==> src/rtl/sqrt_pkg.sv <==
// Shared widths, result payload and FSM encoding for the sqrt request front-end.
package sqrt_pkg;

  localparam int unsigned OPERAND_W = 16;
  localparam int unsigned ROOT_W    = 8;

  typedef enum logic [1:0] {
    IDLE  = 2'd0,
    ISSUE = 2'd1,
    WAIT  = 2'd2,
    HOLD  = 2'd3
  } seq_state_t;

  typedef struct packed {
    logic              timeout;
    logic              error;
    logic [ROOT_W-1:0] root;
  } seq_res_t;

endpackage

==> src/rtl/sqrt_req_fifo.sv <==
// Synchronous operand FIFO; power-of-two depth, registered full/empty flags.
module sqrt_req_fifo #(
  parameter int unsigned DEPTH = 4,
  parameter int unsigned WIDTH = 16
) (
  input  logic             clk,
  input  logic             rst,
  input  logic             push_i,
  input  logic             pop_i,
  input  logic [WIDTH-1:0] data_i,
  output logic [WIDTH-1:0] head_c,
  output logic             full_o,
  output logic             empty_o
);

  localparam int unsigned PTR_W = (DEPTH > 1) ? $clog2(DEPTH) : 1;
  localparam int unsigned CNT_W = $clog2(DEPTH + 1);

  logic [WIDTH-1:0] mem_q [DEPTH];
  logic [PTR_W-1:0] wr_ptr_q, wr_ptr_d;
  logic [PTR_W-1:0] rd_ptr_q, rd_ptr_d;
  logic [CNT_W-1:0] count_q, count_d;
  logic             full_q, full_d;
  logic             empty_q, empty_d;
  logic             do_push;
  logic             do_pop;

  assign do_push = push_i && !full_q;
  assign do_pop  = pop_i && !empty_q;

  // Pointers wrap naturally because DEPTH is a power of two.
  always_comb begin
    wr_ptr_d = wr_ptr_q;
    rd_ptr_d = rd_ptr_q;
    count_d  = count_q;
    if (do_push) wr_ptr_d = wr_ptr_q + PTR_W'(1);
    if (do_pop)  rd_ptr_d = rd_ptr_q + PTR_W'(1);
    case ({do_push, do_pop})
      2'b10:   count_d = count_q + CNT_W'(1);
      2'b01:   count_d = count_q - CNT_W'(1);
      default: count_d = count_q;
    endcase
    full_d  = (count_d == CNT_W'(DEPTH));
    empty_d = (count_d == '0);
  end

  always_ff @(posedge clk or posedge rst) begin
    if (rst) begin
      wr_ptr_q <= '0;
      rd_ptr_q <= '0;
      count_q  <= '0;
      full_q   <= 1'b0;
      empty_q  <= 1'b1;
    end else begin
      wr_ptr_q <= wr_ptr_d;
      rd_ptr_q <= rd_ptr_d;
      count_q  <= count_d;
      full_q   <= full_d;
      empty_q  <= empty_d;
    end
  end

  always_ff @(posedge clk) begin
    if (do_push) mem_q[wr_ptr_q] <= data_i;
  end

  assign head_c  = mem_q[rd_ptr_q];
  assign full_o  = full_q;
  assign empty_o = empty_q;

endmodule

==> src/rtl/sqrt_req_sequencer.sv <==
// Request front-end for sqrt_calculator: buffers operands, runs one core op at a time.
// Define SQRT_SEQ_STATS_EN to add saturating ok/error/timeout result counters.
module sqrt_req_sequencer
  import sqrt_pkg::*;
#(
  parameter int unsigned FIFO_DEPTH = 4,
  parameter int unsigned TIMEOUT    = 32
) (
  input  logic                 clk,
  input  logic                 rst,
  input  logic                 in_valid,
  output logic                 in_ready,
  input  logic [OPERAND_W-1:0] in_data,
  output logic                 core_start,
  output logic [OPERAND_W-1:0] core_in,
  input  logic [ROOT_W-1:0]    core_out,
  input  logic                 core_error,
  input  logic                 core_done,
  output logic                 res_valid,
  input  logic                 res_ready,
  output logic [ROOT_W-1:0]    res_root,
  output logic                 res_error,
  output logic                 res_timeout,
  output logic                 busy
`ifdef SQRT_SEQ_STATS_EN
  ,
  output logic [15:0]          stat_ok_cnt,
  output logic [15:0]          stat_err_cnt,
  output logic [15:0]          stat_to_cnt
`endif
);

  localparam int unsigned TMR_W = (TIMEOUT > 1) ? $clog2(TIMEOUT) : 1;

  seq_state_t           state_q, state_d;
  logic [OPERAND_W-1:0] op_q, op_d;
  logic [TMR_W-1:0]     timer_q, timer_d;
  seq_res_t             res_q, res_d;
  logic                 res_valid_q, res_valid_d;
  logic                 core_start_q, core_start_d;

  logic                 fifo_pop;
  logic [OPERAND_W-1:0] fifo_head;
  logic                 fifo_full;
  logic                 fifo_empty;

  sqrt_req_fifo #(
    .DEPTH (FIFO_DEPTH),
    .WIDTH (OPERAND_W)
  ) u_fifo (
    .clk     (clk),
    .rst     (rst),
    .push_i  (in_valid),
    .pop_i   (fifo_pop),
    .data_i  (in_data),
    .head_c  (fifo_head),
    .full_o  (fifo_full),
    .empty_o (fifo_empty)
  );

  // Zero operands bypass the core entirely to avoid its divide-by-zero.
  always_comb begin
    state_d      = state_q;
    op_d         = op_q;
    timer_d      = timer_q;
    res_d        = res_q;
    res_valid_d  = res_valid_q;
    core_start_d = 1'b0;
    fifo_pop     = 1'b0;
    unique case (state_q)
      IDLE: begin
        if (!fifo_empty) begin
          fifo_pop = 1'b1;
          op_d     = fifo_head;
          if (fifo_head == '0) begin
            res_d       = '0;
            res_valid_d = 1'b1;
            state_d     = HOLD;
          end else begin
            core_start_d = 1'b1;
            state_d      = ISSUE;
          end
        end
      end
      ISSUE: begin
        timer_d = '0;
        state_d = WAIT;
      end
      WAIT: begin
        if (core_done) begin
          res_d.timeout = 1'b0;
          res_d.error   = core_error;
          res_d.root    = core_error ? '0 : core_out;
          res_valid_d   = 1'b1;
          state_d       = HOLD;
        end else if (timer_q == TMR_W'(TIMEOUT - 1)) begin
          res_d         = '0;
          res_d.timeout = 1'b1;
          res_valid_d   = 1'b1;
          state_d       = HOLD;
        end else begin
          timer_d = timer_q + TMR_W'(1);
        end
      end
      HOLD: begin
        if (res_ready) begin
          res_d       = '0;
          res_valid_d = 1'b0;
          state_d     = IDLE;
        end
      end
      default: state_d = IDLE;
    endcase
  end

  always_ff @(posedge clk or posedge rst) begin
    if (rst) begin
      state_q      <= IDLE;
      op_q         <= '0;
      timer_q      <= '0;
      res_q        <= '0;
      res_valid_q  <= 1'b0;
      core_start_q <= 1'b0;
    end else begin
      state_q      <= state_d;
      op_q         <= op_d;
      timer_q      <= timer_d;
      res_q        <= res_d;
      res_valid_q  <= res_valid_d;
      core_start_q <= core_start_d;
    end
  end

  assign in_ready    = !fifo_full;
  assign core_start  = core_start_q;
  assign core_in     = op_q;
  assign res_valid   = res_valid_q;
  assign res_root    = res_q.root;
  assign res_error   = res_q.error;
  assign res_timeout = res_q.timeout;
  assign busy        = (state_q != IDLE) || !fifo_empty;

`ifdef SQRT_SEQ_STATS_EN
  logic [15:0] ok_cnt_q;
  logic [15:0] err_cnt_q;
  logic [15:0] to_cnt_q;
  logic        res_hs;

  assign res_hs = res_valid_q && res_ready;

  // Zero-operand results carry neither flag, so they land in the ok class.
  always_ff @(posedge clk or posedge rst) begin
    if (rst) begin
      ok_cnt_q  <= '0;
      err_cnt_q <= '0;
      to_cnt_q  <= '0;
    end else if (res_hs) begin
      if (res_q.timeout) begin
        if (to_cnt_q != 16'hFFFF) to_cnt_q <= to_cnt_q + 16'd1;
      end else if (res_q.error) begin
        if (err_cnt_q != 16'hFFFF) err_cnt_q <= err_cnt_q + 16'd1;
      end else begin
        if (ok_cnt_q != 16'hFFFF) ok_cnt_q <= ok_cnt_q + 16'd1;
      end
    end
  end

  assign stat_ok_cnt  = ok_cnt_q;
  assign stat_err_cnt = err_cnt_q;
  assign stat_to_cnt  = to_cnt_q;
`endif

endmodule

==> config.mk <==
export PLATFORM = sky130hd
export DESIGN_NAME = sqrt_req_sequencer
export DESIGN_NICKNAME = d
export VERILOG_FILES = /design/src/rtl/sqrt_pkg.sv /design/src/rtl/sqrt_req_fifo.sv /design/src/rtl/sqrt_req_sequencer.sv
export SDC_FILE = /design/constraint.sdc
export NUM_CORES = 1
export LEC_CHECK = 0
export CORE_ASPECT_RATIO = 0.5
export CORE_MARGIN = 2
export CORE_UTILIZATION = 54
export CTS_CLUSTER_SIZE = 25
export DETAILED_ROUTE_END_ITERATION = 10
export PLACE_DENSITY_LB_ADDON = 0.1
export SLEW_MARGIN = 20
export SYNTH_ARGS = -nofsm -noshare
export SYNTH_HDL_FRONTEND = slang
export SYNTH_SLANG_ARGS = --single-unit
==> constraint.sdc <==
create_clock -name clk -period 3.05 [get_ports clk]
set_clock_uncertainty 0.05 [all_clocks]
set_input_delay 0.4575 -clock clk [delete_from_list [all_inputs] [get_ports clk]]
set_output_delay 0.4575 -clock clk [all_outputs]
set_load 0.01 [all_outputs]
==> results of run 1 <==
[area by class of cell]
cell class / count / area [µm²] / area share (%)
multi-input combinational: 122 / 1260 / 23.0
sequential: 108 / 3020 / 55.0
timing repair buffer: 70 / 698 / 12.7
inverter: 24 / 90.1 / 1.64
clock buffer: 9 / 225 / 4.10
tap: 112 / 140 / 2.55
clock inverter: 7 / 56.3 / 1.02
[metrics by stage]
step                      util (%)  hold slack (ns)
after global routing          69.0            0.470
after floorplan                  -            0.396
after CTS                     68.9            0.449
after detailed placement      65.3            0.433
after global placement        65.3            0.410
final                         69.0            0.449
[state kept, by name, summed over array words and instances (netlist names), 2 cells and up]
signal           count
res_root             8
u_fifo.mem_q        64
u_fifo.rd_ptr_q      2
core_in             16
timer_q              5
state_q              2
u_fifo.wr_ptr_q      2
u_fifo.count_q       3
[cell families after synthesis]
family | count (synthesis) | share of synthesized area, %
buffers and inverters | 33 | 3.50
adders and majority gates | 13 | 3.84
AOI/OAI and AO/OA | 16 | 2.31
muxes | 44 | 16.0
xor gates and xnor gates | 6 | 1.19
DFF | 108 | 68.2
and+or+nand+nor | 43 | 4.94
[worst max-delay path: stages (launching register included)]
cell                       delay, ns
sky130_fd_sc_hd__dfrtp_1        0.39
sky130_fd_sc_hd__buf_12         0.16
sky130_fd_sc_hd__mux4_1         0.61
sky130_fd_sc_hd__nor4_2         0.41
sky130_fd_sc_hd__nand4_1        0.26
sky130_fd_sc_hd__a211oi_2       0.35
sky130_fd_sc_hd__buf_12         0.18
sky130_fd_sc_hd__mux2_1         0.33
[cell usage after synthesis, types with 3 or more instances]
library cell	count	area (µm²)
sky130_fd_sc_hd__mux2_2	16	180
sky130_fd_sc_hd__ha_1	12	150
sky130_fd_sc_hd__and2_1	6	37.5
sky130_fd_sc_hd__nor2b_1	4	25.0
sky130_fd_sc_hd__mux4_1	11	289
sky130_fd_sc_hd__a21oi_1	5	25.0
sky130_fd_sc_hd__nor4_1	3	18.8
sky130_fd_sc_hd__xnor2_1	3	26.3
sky130_fd_sc_hd__mux2i_1	9	90.1
sky130_fd_sc_hd__nand2_1	16	60.1
sky130_fd_sc_hd__o21ai_0	5	25.0
sky130_fd_sc_hd__mux4_2	5	113
sky130_fd_sc_hd__edfxtp_1	64	1920
sky130_fd_sc_hd__inv_1	24	90.1
sky130_fd_sc_hd__xor2_1	3	26.3
sky130_fd_sc_hd__clkbuf_1	4	15.0
sky130_fd_sc_hd__nor2_1	6	22.5
sky130_fd_sc_hd__dfrtp_1	43	1080
[timing repair]
action,in CTS,in global routing
endpoints found under the hold margin,0,0
gates resized for setup,0,1
setup endpoints to repair,0,2
hold buffers,0,0
[power by group]
| group | total (mW) | internal, mW | switching, mW |
|---|---|---|---|
| logic | 1.97 | 1.04 | 0.925 |
| registers | 2.15 | 1.97 | 0.180 |
| clock network | 1.09 | 0.567 | 0.520 |
[layout by cell type (no fill, tap or decap), types with 3 or more instances in the layout]
| cell | instances |
|---|---|
| sky130_fd_sc_hd__xor2_1 | 3 |
| sky130_fd_sc_hd__mux4_2 | 5 |
| sky130_fd_sc_hd__nor2_1 | 6 |
| sky130_fd_sc_hd__o21ai_0 | 5 |
| sky130_fd_sc_hd__xnor2_1 | 3 |
| sky130_fd_sc_hd__dfrtp_1 | 43 |
| sky130_fd_sc_hd__inv_6 | 3 |
| sky130_fd_sc_hd__and2_1 | 6 |
| sky130_fd_sc_hd__mux2_2 | 16 |
| sky130_fd_sc_hd__clkdlybuf4s50_1 | 59 |
| sky130_fd_sc_hd__nor2b_1 | 3 |
| sky130_fd_sc_hd__mux4_1 | 11 |
| sky130_fd_sc_hd__clkbuf_16 | 9 |
| sky130_fd_sc_hd__ha_1 | 12 |
| sky130_fd_sc_hd__inv_1 | 23 |
| sky130_fd_sc_hd__edfxtp_1 | 64 |
| sky130_fd_sc_hd__mux2i_1 | 9 |
| sky130_fd_sc_hd__buf_4 | 9 |
| sky130_fd_sc_hd__a21oi_1 | 5 |
| sky130_fd_sc_hd__nand2_1 | 16 |
[worst max-delay path by stage]
stage / end / slack [ns]
3_5_place_dp: res_error$_DFFE_PP0P_ / 0.10
3_3_place_gp: res_error$_DFFE_PP0P_ / 0.17
6_report: res_error$_DFFE_PP0P_ / 0.19
4_1_cts: res_error$_DFFE_PP0P_ / 0.08
2_1_floorplan: res_timeout$_DFFE_PP0P_ / 0.45
5_1_grt: res_error$_DFFE_PP0P_ / 0.1
[routing by layer]
layer | vias to the layer above | track usage [%] | share of wire, %
met5 | - | 0 | 0
met4 | 0 | 5.71 | 0.67
met3 | 7 | 5.93 | 4.8
met2 | 50 | 34.0 | 49
met1 | 1180 | 23.1 | 46
li1 | 1108 | - | -
==> qor.txt, run 1 <==
========================================================================================
Fin cells                                                                            452
Part of the Yosys area used for sequential elements                                68.2%
Kind of start point of the critical path                                       flip-flop
Count of endpoints failing setup in the final report                                   0
Run status                                                                  finished clean
Power consumption                                                                5.21 mW
Nature of the critical path endpoint                                           flip-flop
Final max-slew violation count                                                         0
Post-Layout Inst Area                                                           5500 µm²
Reg-to-reg slack, setup                                                          0.19 ns
GRT Resource Usage Total                                                           19.1%
Max Clock Freq                                                                 0.350 GHz
Antenna Diode Count                                                                    0
Pin count of the biggest net entering global routing                                  45
Residual antenna-violating net count after detailed routing                            0
Number of buffers inserted by post-CTS setup repair                                    0
HPWL after DPL                                                                   5230 µm
Pwr/cell area                                                                 947 nW/µm²
Num CTS Buffers                                                                        9
Overflow left after global routing                                                     0
Antenna violations before repair                                                       0
Post-synth EDFFs                                                                      64
Layout-stage area growth over the synthesis result                                 24.0%
Critical R2R Capture                                                        res_error$_DFFE_PP0P_
Endpoint, Worst Hold                                                        u_fifo.count_q[2]$_DFF_PP0_
Unrepaired setup endpoints after global routing                                    false
Required time at the worst-slack endpoint                                        3.22 ns
Clock Latency Late Sink                                                          0.34 ns
Max-slew headroom                                                                  60.6%
Cell area after placement                                                       5210 µm²
Crit path kind                                                              flip-flop to flip-flop
Clock Pin Slew Worst Setup and Hold Paths                                        0.07 ns
Wire length after detailed routing                                               7790 µm
Slew of the pin with the lowest slew margin                                     0.592 ns
Number of sinks on the clock net                                                     108
Commonest register cell after synthesis                                     sky130_fd_sc_hd__edfxtp_1
Synth Instances                                                                      263
Initial core utilization                                                           55.6%
Max-capacitance violation count                                                        0
Launch instance of the worst register-to-register path                      u_fifo.rd_ptr_q[0]$_DFFE_PP0P_
DRC viols                                                                              0
Number of hold-slack violations in the final timing report                             0
Quantity of I/O buffers inserted on ports                                             59
Time the worst path needs with I/O delays and setup                              2.86 ns
Critical path peak fanout                                                             12
Setup Slack @ Placement                                                         0.105 ns
Post-detailed-route via-to-cell ratio                                               5.19
Portion of the clock cycle consumed by the worst path in the final layout          93.8%
Placed Cells incl. Taps                                                              436
Die footprint                                                                   8990 µm²
Per-instance average area after synthesis                                       16.9 µm²
P_leak                                                                           2.14 nW
Fraction of final layout cells sized beyond drive strength 1                       15.9%
IO Pins                                                                               60
Number of storage elements in the synthesis netlist                                  108
CORE AREA                                                                       7970 µm²
Peak VDD IR                                                                     0.441 mV
Total number of nets in the final design                                             378
Setup WS post-layout                                                            0.190 ns
Distinct cells, synth                                                                 36
Wire length of the first global-routing pass                                    12600 µm
Horizontal die dimension                                                          132 µm
Number of cell instances on the worst register-to-register path                        7
Hold WC Path Type                                                           flip-flop to flip-flop
Bufs on Longest Clock Path                                                             2
Total number of H-tree levels                                                          3
Height of the chip                                                               68.1 µm
Number of fill cells                                                                 540
Post-Synthesis Net Count                                                             306
Number of detailed-route iterations in the first pass                                  4
Critical path startpoint                                                    u_fifo.rd_ptr_q[0]$_DFFE_PP0P_
FP Rows                                                                               23
Synth Warn #                                                                           0
Master cell of the clock root buffer                                        sky130_fd_sc_hd__clkbuf_16
Async S/R FF share, synth                                                          40.7%
Routed length per placed instance                                                17.2 µm
Worst Min Path Start                                                        u_fifo.count_q[2]$_DFF_PP0_
Overall via count from detail_route                                                 2345
Summed instance area of the synthesized netlist                                 4430 µm²
Hold Path Depth                                                                        1
Placer's final routability congestion estimate                                     0.724
DR iter-0 viols                                                                      118
Fin Setup TNS                                                                       0 ns
TritonCTS clock tree                                                               built
Endpoint arrival time on the critical path                                       3.03 ns
Via count of the first global-routing pass                                          2522
========================================================================================
(Power assumes the default switching activity.)
==> inputs of run 2 (changes only) <==
--- a/config.mk
+++ b/config.mk
@@ -7,7 +7,7 @@
 export LEC_CHECK = 0
 export CORE_ASPECT_RATIO = 0.5
 export CORE_MARGIN = 2
-export CORE_UTILIZATION = 54
+export CORE_UTILIZATION = 49
 export CTS_CLUSTER_SIZE = 25
 export DETAILED_ROUTE_END_ITERATION = 10
 export PLACE_DENSITY_LB_ADDON = 0.1
==> constraint.sdc (replaced) <==
create_clock -name clk -period 2.3 [get_ports clk]
set_clock_uncertainty 0.05 [all_clocks]
set_input_delay 0.345 -clock clk [delete_from_list [all_inputs] [get_ports clk]]
set_output_delay 0.345 -clock clk [all_outputs]
set_load 0.01 [all_outputs]
==> run 2 against run 1 <==
The run now ends with setup timing left. Critical endpoint unchanged. Routed wire length grew 5.5%. First-iteration DRC count grew 36%. Sequential share of layout area shrank 1.6 points.
==> qor.txt, run 2 (synthesized netlist as in run 1, its figures left out) <==
========================================================================================
Run status                                                                  finished, violations left
Violated checks                                                             setup timing
Cell area after placement                                                       5310 µm²
Max Clock Freq                                                                 0.389 GHz
Nature of the critical path endpoint                                           flip-flop
Total number of nets in the final design                                             396
Max-capacitance violation count                                                        0
Horizontal die dimension                                                          139 µm
Die footprint                                                                   9870 µm²
Time the worst path needs with I/O delays and setup                              2.57 ns
Required time at the worst-slack endpoint                                        2.47 ns
GRT Resource Usage Total                                                           17.6%
IO Pins                                                                               60
Unrepaired setup endpoints after global routing                                     true
HPWL after DPL                                                                   5420 µm
Power consumption                                                                7.24 mW
Kind of start point of the critical path                                       flip-flop
Setup WS post-layout                                                           -0.272 ns
Pin count of the biggest net entering global routing                                  45
Routed length per placed instance                                                17.3 µm
Count of endpoints failing setup in the final report                                  11
P_leak                                                                           2.18 nW
Placer's final routability congestion estimate                                     0.730
Via count of the first global-routing pass                                          2501
Commonest non-fill, non-tap cell in the layout                              sky130_fd_sc_hd__edfxtp_1
Antenna Diode Count                                                                    0
Peak VDD IR                                                                     0.564 mV
Clock Latency Late Sink                                                          0.34 ns
Number of sinks on the clock net                                                     108
Wire length after detailed routing                                               8220 µm
DR iter-0 viols                                                                      161
Quantity of I/O buffers inserted on ports                                             59
Layout-stage area growth over the synthesis result                                 27.7%
Overflow left after global routing                                                     0
Setup Slack @ Placement                                                        -0.499 ns
Clock Pin Slew Worst Setup and Hold Paths                                        0.07 ns
Number of detailed-route iterations in the first pass                                  4
Worst Hold Margin                                                               0.427 ns
Number of flip-flops under the largest register name                                  64
Initial core utilization                                                           50.7%
Final max-slew violation count                                                         0
Register with the most flip-flops                                           u_fifo.mem_q
Total number of H-tree levels                                                          3
Slew of the pin with the lowest slew margin                                     0.604 ns
Number of hold buffers added after cts                                                 0
TritonCTS clock tree                                                               built
Master cell of the clock root buffer                                        sky130_fd_sc_hd__clkbuf_16
Fraction of final layout cells sized beyond drive strength 1                       23.7%
DRC viols                                                                              0
Max-slew headroom                                                                  59.7%
Wire length of the first global-routing pass                                    13200 µm
Num CTS Buffers                                                                        9
Residual antenna-violating net count after detailed routing                            0
CORE AREA                                                                       8740 µm²
Crit path kind                                                              flip-flop to flip-flop
Portion of the clock cycle consumed by the worst path in the final layout           112%
Antenna violations before repair                                                       0
Bufs on Longest Clock Path                                                             2
Endpoint arrival time on the critical path                                       2.74 ns
Pwr/cell area                                                                1280 nW/µm²
Post-detailed-route via-to-cell ratio                                               5.13
FP Rows                                                                               24
Hold WC Path Type                                                           input port to asynchronous set/reset pin
Number of hold-slack violations in the final timing report                             0
Critical path peak fanout                                                             11
Commonest cells after routing, fill and taps aside                          sky130_fd_sc_hd__edfxtp_1, sky130_fd_sc_hd__clkdlybuf4s50_1, sky130_fd_sc_hd__dfrtp_1, sky130_fd_sc_hd__buf_4, sky130_fd_sc_hd__inv_1
Post-Layout Inst Area                                                           5660 µm²
Height of the chip                                                               71.3 µm
Overall via count from detail_route                                                 2437
========================================================================================
run 2: cell type report:
type / count / area, µm²
Clock buffer: 11 / 233
Timing Repair Buffer: 88 / 837
Fill cell: 608 / 3080
Sequential cell: 108 / 3020
Inverter: 24 / 90.1
Clock inverter: 5 / 37.5
Tap cell: 117 / 146
Multi-Input combinational cell: 122 / 1290
run 2: power breakdown:
part / internal [mW] / switching (mW)
clock: 0.739 / 0.659
sequential: 2.62 / 0.241
combinational: 1.64 / 1.35
run 2: final timing paths:
kind | startpoint | end | slack (ns) | cells after the start
min in group clk | u_fifo.count_q[0]$_DFF_PP0_ | u_fifo.count_q[0]$_DFF_PP0_ | 0.45 | 1
min | rst | res_root[5]$_DFFE_PP0P_ | 0.43 | 3
max reg2reg | u_fifo.rd_ptr_q[0]$_DFFE_PP0P_ | res_error$_DFFE_PP0P_ | -0.27 | 7
max | u_fifo.rd_ptr_q[0]$_DFFE_PP0P_ | res_error$_DFFE_PP0P_ | -0.27 | 7
max in group asynchronous | rst | core_in[12]$_DFFE_PP0P_ | 1.37 | 3
min reg2reg | u_fifo.count_q[0]$_DFF_PP0_ | u_fifo.count_q[0]$_DFF_PP0_ | 0.45 | 1
run 2: what timing repair did:
item                                   CTS  global route
endpoints found under the hold margin    0             0
gates cloned                             0             0
pin swaps                                4             3
setup buffers                            0             5
setup endpoints to repair               14            15
gates resized for setup                 13             8
run 2: through the flow:
| step | utilization, % | TNS, ns | instances |
|---|---|---|---|
| 4_1_cts | 63.9 | -2.48 | 470 |
| 3_5_place_dp | 60.8 | -5.20 | 454 |
| 6_report | 64.8 | -2.53 | 475 |
| 3_3_place_gp | 60.8 | -4.79 | 454 |
| 5_1_grt | 64.8 | -3.82 | 475 |
| 2_1_floorplan | - | -0.138 | 263 |
run 2: critical path, stage by stage, from the launching register on:
cell	delay, ns
sky130_fd_sc_hd__dfrtp_1	0.39
sky130_fd_sc_hd__buf_12	0.17
sky130_fd_sc_hd__mux4_2	0.55
sky130_fd_sc_hd__nor4_4	0.34
sky130_fd_sc_hd__nand4_1	0.23
sky130_fd_sc_hd__a211oi_2	0.24
sky130_fd_sc_hd__buf_4	0.17
sky130_fd_sc_hd__mux2_1	0.32
run 2: metal layers:
layer | vias to the layer above | part of all wire (%) | global-route usage, % | wire length (µm)
met5 | - | 0 | 0 | 0
met2 | 72 | 48 | 29.3 | 3950
met4 | 0 | 0.92 | 4.20 | 76
met3 | 9 | 5.2 | 5.15 | 430
li1 | 1146 | - | - | -
met1 | 1210 | 46 | 23.7 | 3760
==> inputs of run 3 (changes only) <==
--- a/config.mk
+++ b/config.mk
@@ -5,9 +5,11 @@
 export SDC_FILE = /design/constraint.sdc
 export NUM_CORES = 1
 export LEC_CHECK = 0
+export CELL_PAD_IN_SITES_DETAIL_PLACEMENT = 1
+export CELL_PAD_IN_SITES_GLOBAL_PLACEMENT = 1
 export CORE_ASPECT_RATIO = 0.5
 export CORE_MARGIN = 2
-export CORE_UTILIZATION = 49
+export CORE_UTILIZATION = 41
 export CTS_CLUSTER_SIZE = 25
 export DETAILED_ROUTE_END_ITERATION = 10
 export PLACE_DENSITY_LB_ADDON = 0.1
==> run 3 against run 2 <==
The flow still finishes with violations (setup timing). Non-clock buffer count grew 2. First-iteration DRC count shrank 30%. Final area grew 3.0%. Critical path depth is the same. Fmax shrank 0.31%.
==> qor.txt, run 3 (synthesized netlist as in run 1, its figures left out) <==
========================================================================================
Portion of the clock cycle consumed by the worst path in the final layout           112%
Die footprint                                                                  11700 µm²
Overall via count from detail_route                                                 2469
Setup Slack @ Placement                                                        -0.556 ns
P_leak                                                                           2.24 nW
Time the worst path needs with I/O delays and setup                              2.58 ns
Number of fill cells                                                                 982
Clock Latency Late Sink                                                          0.35 ns
Setup WS post-layout                                                           -0.280 ns
Master cell of the clock root buffer                                        sky130_fd_sc_hd__clkbuf_16
Max-slew headroom                                                                  59.7%
Number of hold-slack violations in the final timing report                             0
Height of the chip                                                               77.5 µm
Number of cell instances on the worst register-to-register path                        7
Fin util                                                                           56.2%
Violated checks                                                             setup timing
Fraction of final layout cells sized beyond drive strength 1                       25.6%
Commonest non-fill, non-tap cell in the layout                              sky130_fd_sc_hd__edfxtp_1
Residual antenna-violating net count after detailed routing                            0
DR iter-0 viols                                                                      112
Placer's final routability congestion estimate                                     0.670
Number of sinks on the clock net                                                     108
Pwr/cell area                                                                1330 nW/µm²
Total number of H-tree levels                                                          3
CORE AREA                                                                      10400 µm²
GRT busiest layer                                                                   met2
IO Pins                                                                               60
Overflow left after global routing                                                     0
Layout-stage area growth over the synthesis result                                 31.6%
Quantity of I/O buffers inserted on ports                                             59
Met1 Track Usage GR                                                                22.7%
Max Clock Freq                                                                 0.388 GHz
Peak VDD IR                                                                     0.601 mV
Placed Cells incl. Taps                                                              477
Via count of the first global-routing pass                                          2776
Total number of nets in the final design                                             398
Number of flip-flops under the largest register name                                  64
Final max-slew violation count                                                         0
Antenna Diode Count                                                                    0
Wire length after detailed routing                                               9450 µm
Unrepaired setup endpoints after global routing                                     true
Kind of start point of the critical path                                       flip-flop
Fin cells                                                                            500
Run status                                                                  finished, violations left
DRC viols                                                                              0
Routed length per placed instance                                                18.9 µm
Crit path kind                                                              flip-flop to flip-flop
Count of endpoints failing setup in the final report                                  11
HPWL after DPL                                                                   6050 µm
Initial core utilization                                                           42.7%
Worst Hold Margin                                                               0.419 ns
TritonCTS clock tree                                                               built
Wire length of the first global-routing pass                                    15200 µm
Number of detailed-route iterations in the first pass                                  4
GRT Resource Usage Total                                                           17.6%
FP Rows                                                                               26
Pin count of the biggest net entering global routing                                  45
Required time at the worst-slack endpoint                                        2.48 ns
Commonest cells after routing, fill and taps aside                          sky130_fd_sc_hd__edfxtp_1, sky130_fd_sc_hd__clkdlybuf4s50_1, sky130_fd_sc_hd__dfrtp_1, sky130_fd_sc_hd__inv_1, sky130_fd_sc_hd__buf_4
Bufs on Longest Clock Path                                                             2
Nature of the critical path endpoint                                           flip-flop
Antenna violations before repair                                                       0
Clock Pin Slew Worst Setup and Hold Paths                                        0.07 ns
Horizontal die dimension                                                          151 µm
Endpoint arrival time on the critical path                                       2.76 ns
Num CTS Buffers                                                                        9
Max-capacitance violation count                                                        0
Cell area after placement                                                       5400 µm²
Post-Layout Inst Area                                                           5830 µm²
Register with the most flip-flops                                           u_fifo.mem_q
Hold WC Path Type                                                           input port to asynchronous set/reset pin
Met3 Track Usage GR                                                                4.65%
Critical path peak fanout                                                              5
Slew of the pin with the lowest slew margin                                     0.604 ns
Post-detailed-route via-to-cell ratio                                               4.94
Met2 GRT Util                                                                      29.5%
========================================================================================
==> run 3: cell count changes in the layout (fill, tap and decap cells not counted), sizes merged <==
cell      delta
clkinvlp     -2
clkbuf       +1
bufinv       +1
inv          +2
clkinv       -1
buf          +1
==> run 3: repair_timing <==
item                                    4_1_cts  5_1_grt
gates resized for setup                      21        9
gates cloned                                  1        1
buffers inserted                              5        3
endpoints found under the setup margin       15       15
pin swaps                                     6        9
hold endpoints to repair                      0        0
hold buffers                                  0        0
==> run 3: power breakdown <==
| group | internal (mW) | switching [mW] | total [mW] |
|---|---|---|---|
| clock network | 0.856 | 0.695 | 1.55 |
| registers | 2.62 | 0.267 | 2.88 |
| logic | 1.84 | 1.47 | 3.30 |
| total | 5.31 | 2.43 | 7.74 |
==> run 3: area by class of cell <==
cell class	count	area, µm²	share of cell area, %
flip-flops and latches	108	3030	51.9
repair buffers	90	940	16.1
well taps	140	175	3.00
multi-input cells	122	1310	22.5
inverters	24	90.1	1.54
clock buffers	11	233	3.99
clock inverters	5	61.3	1.05
==> run 3: metal layers <==
layer	up-vias	wire, µm
met5	-	0
met4	0	105
met3	11	423
met2	54	4680
met1	1260	4240
li1	1144	-
==> run 3: final timing paths <==
kind,start,endpoint,slack (ns)
setup / recovery,u_fifo.rd_ptr_q[0]$_DFFE_PP0P_,res_error$_DFFE_PP0P_,-0.28
hold / removal,rst,res_root[1]$_DFFE_PP0P_,0.42
setup reg to reg,u_fifo.rd_ptr_q[0]$_DFFE_PP0P_,res_error$_DFFE_PP0P_,-0.28
hold reg to reg,core_in[11]$_DFFE_PP0P_,core_in[11]$_DFFE_PP0P_,0.46
max in group asynchronous,rst,u_fifo.rd_ptr_q[0]$_DFFE_PP0P_,1.32
min in group clk,core_in[11]$_DFFE_PP0P_,core_in[11]$_DFFE_PP0P_,0.46
==> run 3: per-stage QoR <==
stage                     power, mW  setup TNS, ns
final                          7.74          -2.85
after global routing           8.20          -4.19
after CTS                      7.66          -3.38
after global placement         5.65          -5.25
after floorplan                4.54         -0.138
after detailed placement       5.80          -6.23
==> run 3: critical path: stages (launching register included) <==
cell and delay, ns:
sky130_fd_sc_hd__dfrtp_2 0.42, sky130_fd_sc_hd__buf_12 0.14, sky130_fd_sc_hd__mux4_2 0.54, sky130_fd_sc_hd__nor4_4 0.34
sky130_fd_sc_hd__nand4_1 0.24, sky130_fd_sc_hd__a211oi_2 0.23, sky130_fd_sc_hd__buf_4 0.19, sky130_fd_sc_hd__mux2_4 0.30
